## src/rtl/mux_pkg.sv

```systemverilog
// Shared definitions for the registered channel selector: mode encoding and
// channel-count helper.
package mux_pkg;

  localparam logic MODE_FIXED = 1'b0;
  localparam logic MODE_RR    = 1'b1;

  function automatic int chan_count(input int sel_bits);
    return 1 << sel_bits;
  endfunction

endpackage : mux_pkg

```

## src/rtl/mux_sel_stream_rr_pick.sv

```systemverilog
// Combinational round-robin picker: first valid channel scanning upward from
// ptr, wrapping modulo the channel count.
module rr_pick
  import mux_pkg::*;
#(
  parameter int SEL_BITS = 3
) (
  input  logic [chan_count(SEL_BITS)-1:0] in_valid,
  input  logic [SEL_BITS-1:0]             ptr,
  output logic                            found,
  output logic [SEL_BITS-1:0]             candidate
);

  localparam int N = chan_count(SEL_BITS);

  // Channel index reached at each scan offset; SEL_BITS-wide addition wraps.
  logic [SEL_BITS-1:0] scan_idx [N];
  logic [N-1:0]        scan_hit;

  for (genvar gi = 0; gi < N; gi++) begin : g_scan
    assign scan_idx[gi] = ptr + SEL_BITS'(gi);
    assign scan_hit[gi] = in_valid[scan_idx[gi]];
  end

  // Walk offsets from farthest to nearest so the nearest hit wins.
  always_comb begin
    found     = 1'b0;
    candidate = '0;
    for (int k = N - 1; k >= 0; k--) begin
      if (scan_hit[k]) begin
        found     = 1'b1;
        candidate = scan_idx[k];
      end
    end
  end

endmodule : rr_pick

```

## src/rtl/mux_sel_stream.sv

```systemverilog
// N-way channel selector with fixed or round-robin selection feeding a
// one-entry valid/ready output register.
module mux_sel_stream
  import mux_pkg::*;
#(
  parameter int WIDTH    = 32,
  parameter int SEL_BITS = 3
) (
  input  logic                                  clk,
  input  logic                                  rst,
  input  logic [chan_count(SEL_BITS)*WIDTH-1:0] in_data,
  input  logic [chan_count(SEL_BITS)-1:0]       in_valid,
  output logic [chan_count(SEL_BITS)-1:0]       in_ready,
  input  logic [SEL_BITS-1:0]                   sel,
  input  logic                                  rr_en,
  output logic [WIDTH-1:0]                      out_data,
  output logic [SEL_BITS-1:0]                   out_chan,
  output logic                                  out_valid,
  input  logic                                  out_ready
);

  localparam int N = chan_count(SEL_BITS);

  logic [WIDTH-1:0]    chan_data [N];
  logic [WIDTH-1:0]    out_data_reg;
  logic [SEL_BITS-1:0] out_chan_reg;
  logic                out_valid_reg;
  logic [SEL_BITS-1:0] ptr_reg;
  logic [SEL_BITS-1:0] ptr_next;

  logic                rr_found;
  logic [SEL_BITS-1:0] rr_cand;
  logic [SEL_BITS-1:0] candidate;
  logic                grant;
  logic                space;
  logic                accept;

  for (genvar gi = 0; gi < N; gi++) begin : g_unpack
    assign chan_data[gi] = in_data[gi*WIDTH +: WIDTH];
  end

  rr_pick #(
    .SEL_BITS (SEL_BITS)
  ) u_rr_pick (
    .in_valid  (in_valid),
    .ptr       (ptr_reg),
    .found     (rr_found),
    .candidate (rr_cand)
  );

  always_comb begin
    if (rr_en == MODE_RR) begin
      candidate = rr_cand;
      grant     = rr_found;
    end else begin
      candidate = sel;
      grant     = in_valid[sel];
    end
  end

  // Reset gates acceptance so nothing is handshaken during a reset cycle.
  assign space    = !out_valid_reg || out_ready;
  assign accept   = space && grant && !rst;
  assign ptr_next = candidate + SEL_BITS'(1);

  always_comb begin
    in_ready = '0;
    if (accept) begin
      in_ready[candidate] = 1'b1;
    end
  end

  always_ff @(posedge clk) begin
    if (rst) begin
      out_data_reg  <= '0;
      out_chan_reg  <= '0;
      out_valid_reg <= 1'b0;
      ptr_reg       <= '0;
    end else if (accept) begin
      out_data_reg  <= chan_data[candidate];
      out_chan_reg  <= candidate;
      out_valid_reg <= 1'b1;
      if (rr_en == MODE_RR) begin
        ptr_reg <= ptr_next;
      end
    end else if (out_ready) begin
      out_valid_reg <= 1'b0;
    end
  end

  assign out_data  = out_data_reg;
  assign out_chan  = out_chan_reg;
  assign out_valid = out_valid_reg;

endmodule : mux_sel_stream
```

## config.mk

```make
export PLATFORM = sky130hd
export DESIGN_NAME = mux_sel_stream
export DESIGN_NICKNAME = d
export VERILOG_FILES = /design/src/rtl/mux_pkg.sv /design/src/rtl/mux_sel_stream_rr_pick.sv /design/src/rtl/mux_sel_stream.sv
export SDC_FILE = /design/constraint.sdc
export NUM_CORES = 1
export LEC_CHECK = 0
export ABC_AREA = 1
export CORE_ASPECT_RATIO = 0.7
export CORE_MARGIN = 5
export CORE_UTILIZATION = 36
export CTS_CLUSTER_DIAMETER = 60
export DETAILED_ROUTE_END_ITERATION = 12
export PLACE_DENSITY_LB_ADDON = 0.1
export SLEW_MARGIN = 20
export SYNTH_ARGS = -nofsm -noshare
export SYNTH_HDL_FRONTEND = slang
export SYNTH_HIERARCHICAL = 1
export SYNTH_SLANG_ARGS = --single-unit
```

## constraint.sdc

```tcl
create_clock -name clk -period 3.15 [get_ports clk]
set_clock_uncertainty 0.2 [all_clocks]
set_input_delay 0.63 -clock clk [delete_from_list [all_inputs] [get_ports clk]]
set_output_delay 0.63 -clock clk [all_outputs]
set_load 0.005 [all_outputs]
```

==> impl.org <==
** GRT
- Global routing finished with a remaining overflow of 0.
- The number of global-route vias before repair came to 7415.
- Antenna violations before repair :: 1
- First-pass GRT wire length :: 38600 um
- In the global route stage, overall resource usage came out at 26.1%.
- Entering global routing, the biggest net connects 61 pins.

** Critical path
- Critical Path Fanout Max :: 6
- Req. time, crit path :: 2320 ps
- Path type of the worst setup path :: flip-flop to primary output
- For the worst flop-to-flop path, the logic depth is 21.
- STA classifies the critical path endpoint as a primary output.
- FF-to-FF setup slack :: -150 ps
- Setup crit start kind :: flip-flop
- WP data arrival :: 2590 ps
- The worst register-to-register path begins at ptr_reg[1].
- Critical register-to-register path endpoint :: out_data[23]

** STA
- Fmax achieved :: 292 MHz
- After layout, the worst setup slack is -274 ps.
- At the pin with the least slew margin, the transition time is 664 ps.
- Setup violations remaining at the end of the flow were counted as 39.
- Time the worst path needs with I/O delays and setup :: 3420 ps
- Normalized max-slew margin :: 55.7%
- The number of failing hold endpoints at the final stage came to 0.
- Setup repair after global routing could not meet its margin everywhere.
- Slew Viols, Final :: 0
- Final period utilization :: 109%
- Accumulated negative setup slack :: -4610 ps

** Final layout
- Most common library cell in the layout ignoring fill and taps :: nand2_1
- Cells with a size suffix above 1 make up 17.9% of the layout.
- The sequential cells in the finished layout cover a total of 788 um2.
- Post-synthesis to final-layout area growth :: 90.7%
- Cells fill 69.8% of the core in the end.
- In the layout the commonest cells are 412 x nand2_1, 305 x inv_1, 298 x clkdlybuf4s50_1, 140 x nand3_1, 50 x buf_4.
- The register with the most flip-flops in the layout has 32 of them.
- # fillers :: 1390
- Number of nets in the final layout :: 1804
- Area of combinational cells with multiple inputs :: 0.00395 mm2

** Yosys
- Number of warnings printed during yosys synthesis :: 6
- XOR/XNOR Fraction of Synth Area :: 0.639%
- Complex-gate fraction of the synthesized area :: 2.03%
- Flip-flop and latch count after synthesis :: 39
- Mux cell area share after synthesis :: 0%
- Among all flip-flop cells after synthesis, the most frequent one is dfxtp_1.
- Adder and majority gate portion of the synthesized area :: 0.661%
- Basic-gate share of the synthesized area counting and, or, nand and nor cells :: 55.9%
- Netlist area before placement :: 0.00568 mm2
- The netlist uses 31 different library cells.
- Syn_nets :: 1440
- Gate Count Post-Synth :: 1166
- Sequential-to-total area share from yosys stat :: 13.8%
- Summed over its instances, the top area cell type makes up 29.0% of the synthesized netlist area.
- Number of synthesized flops with an enable pin :: 0
- FFs w/ async S/R, synth :: 0%
- In the post-synthesis netlist, the biggest area contributors are nand2_1 29%, inv_1 20%, nand3_1 14%, dfxtp_1 14%, nor3_1 3.2%.
- Dividing the synthesized area by the synthesized cell count gives 4.87 um2.
- Of all cell types, the one taking the most synthesized area is nand2_1.
- By area, the combinational part of the netlist is dominated by simple AND/OR/NAND/NOR gates.

** Route
- In the final routed layout, each cell accounts on average for 16.4 um.
- Antenna Violating Nets Remaining :: 0
- DRC violation count after routing :: 0
- First DRT Iteration DRCs :: 698
- For this block, the routed nets add up to 28400 um of wire.
- The routed layout has 8074 vias.
- Ratio of routed vias to standard cells :: 4.66
- The first detailed-routing pass took 7 iterations.

** CTS
- Clock tree synthesis inserted a total of 5 buffers.
- Buffers inserted to repair hold after CTS numbered 0.
- For the worst-skew pair, the clock arrives at the later sink with an insertion delay of 280 ps.
- TritonCTS built the clock tree.
- Clk slew on worst S/H paths :: 60 ps
- Total clock sinks :: 39
- Clock tree synthesis selected as its root buffer the cell clkbuf_16.
- Max clock buf depth :: 2
- CTS built an H-tree with a depth of 2.

** Floorplanning
- For this design the top-level I/O count stands at 315.
- In this run the standard cell core region covers 0.0155 mm2.
- From bottom edge to top edge, the die measures 115 um.
- Die Area :: 0.0184 mm2
- Effective utilization at floorplan :: 36.6%
- Horizontal die dimension :: 160 um
- # rows :: 38

** Flow run
- Max-cap violations in this run came to 0.

** Min path
- The worst hold path begins at out_chan[1].
- Hold Crit Endpoint :: out_chan[1]
- In this run the worst hold path is classified as flip-flop to flip-flop.
- Counting instances, the worst hold path has a depth of 2.

** Power and ir drop
- Reported leakage power :: 0.00584 uW
- Final Power :: 3900 uW
- Dividing total power by cell area gives a power density of 360 mW/mm2.
- VDD sags by at most 0.000220 V.

** Placement
- Detailed placement finished with a half-perimeter wire length of 18000 um.
- Placer Congestion :: 0.868
- Buffers on Ports :: 314
- Timing analysis after detailed placement gives a worst setup slack of -843 ps.

** Status
- The flow ran to the end, but the final reports show violations.
- Violated checks :: setup timing
power by group:
group	switching, uW	internal, uW
clock network	211	338
logic	1410	1360
registers	32.9	550
total	1650	2240
worst max-delay path, cell delays in order (launching register included):
cell and delay [ps]:
dfxtp_4 390, inv_8 30, ha_4 350, inv_8 60, nand3_4 80, nand3_2 110, nand2_4 110, inv_2 50
nand3_2 50, nand3_1 70, nand2_1 70, nand2_1 80, nand2_2 90, a21oi_4 70, nand2_2 90, o21ai_4 80
buf_6 130, nor2_4 110, inv_2 50, nor3_2 90, buf_2 140
cells in the mapped netlist, types with 2 or more instances:
| cell | count |
|---|---|
| nand2_4 | 3 |
| buf_2 | 30 |
| clkbuf_1 | 12 |
| nand4_1 | 4 |
| inv_1 | 309 |
| dfxtp_1 | 39 |
| buf_6 | 4 |
| nor2_4 | 5 |
| nor3_1 | 36 |
| o21ai_0 | 2 |
| nand2_1 | 439 |
| ha_1 | 3 |
| inv_2 | 8 |
| nand3_2 | 14 |
| nand2_2 | 11 |
| nor2_1 | 48 |
| buf_4 | 11 |
| a21oi_1 | 7 |
| nand3_1 | 161 |
| nor2_2 | 3 |
| o21ai_2 | 4 |
| o21ai_1 | 4 |
through the flow:
step	area (um2)	instances	hold slack, ps
floorplan	5770	1166	277
global placement	9260	1671	276
detailed placement	9260	1671	280
CTS	9770	1694	290
global route	10800	1731	355
finish	10800	1732	285
cell type report:
type / instances / share of cell area (%)
Antenna cell: 1 / 0.0231
Tap cell: 200 / 2.31
Timing Repair Buffer: 414 / 41.1
Sequential cell: 39 / 7.28
Clock buffer: 8 / 1.45
Inverter: 320 / 11.3
Multi-Input combinational cell: 750 / 36.5
metal layers:
metal	vias up	part of all wire, %	GRT usage, %
li1	4120	-	-
met1	3540	41	31.2
met2	346	46	45.0
met3	66	9.1	8.13
met4	2	3.5	8.54
met5	-	0.046	0
logic make-up after synthesis:
group | count (synthesis)
adders and majority gates | 3
buffers and inverters | 377
DFF | 39
xor gates and xnor gates | 2
AOI/OAI and AO/OA | 19
and+or+nand+nor | 726
worst max-delay path by stage:
stage                     cells past startpoint           to  slack (ps)         from
after global routing                         20  in_ready[4]        -390   ptr_reg[0]
after floorplan                              20  in_ready[1]         -30   ptr_reg[1]
final                                        20  in_ready[4]        -270   ptr_reg[0]
after global placement                       18  in_ready[2]        -820  in_valid[4]
after detailed placement                     18  in_ready[6]        -840  in_valid[4]
after CTS                                    19  in_ready[0]        -240   ptr_reg[0]
timing repair:
action | 4_1_cts | 5_1_grt
setup buffers | 10 | 19
setup endpoints to repair | 43 | 42
gates resized for setup | 81 | 118
gates cloned | 6 | 18
pin swaps | 25 | 32
Power figures use the tool's default switching activity.
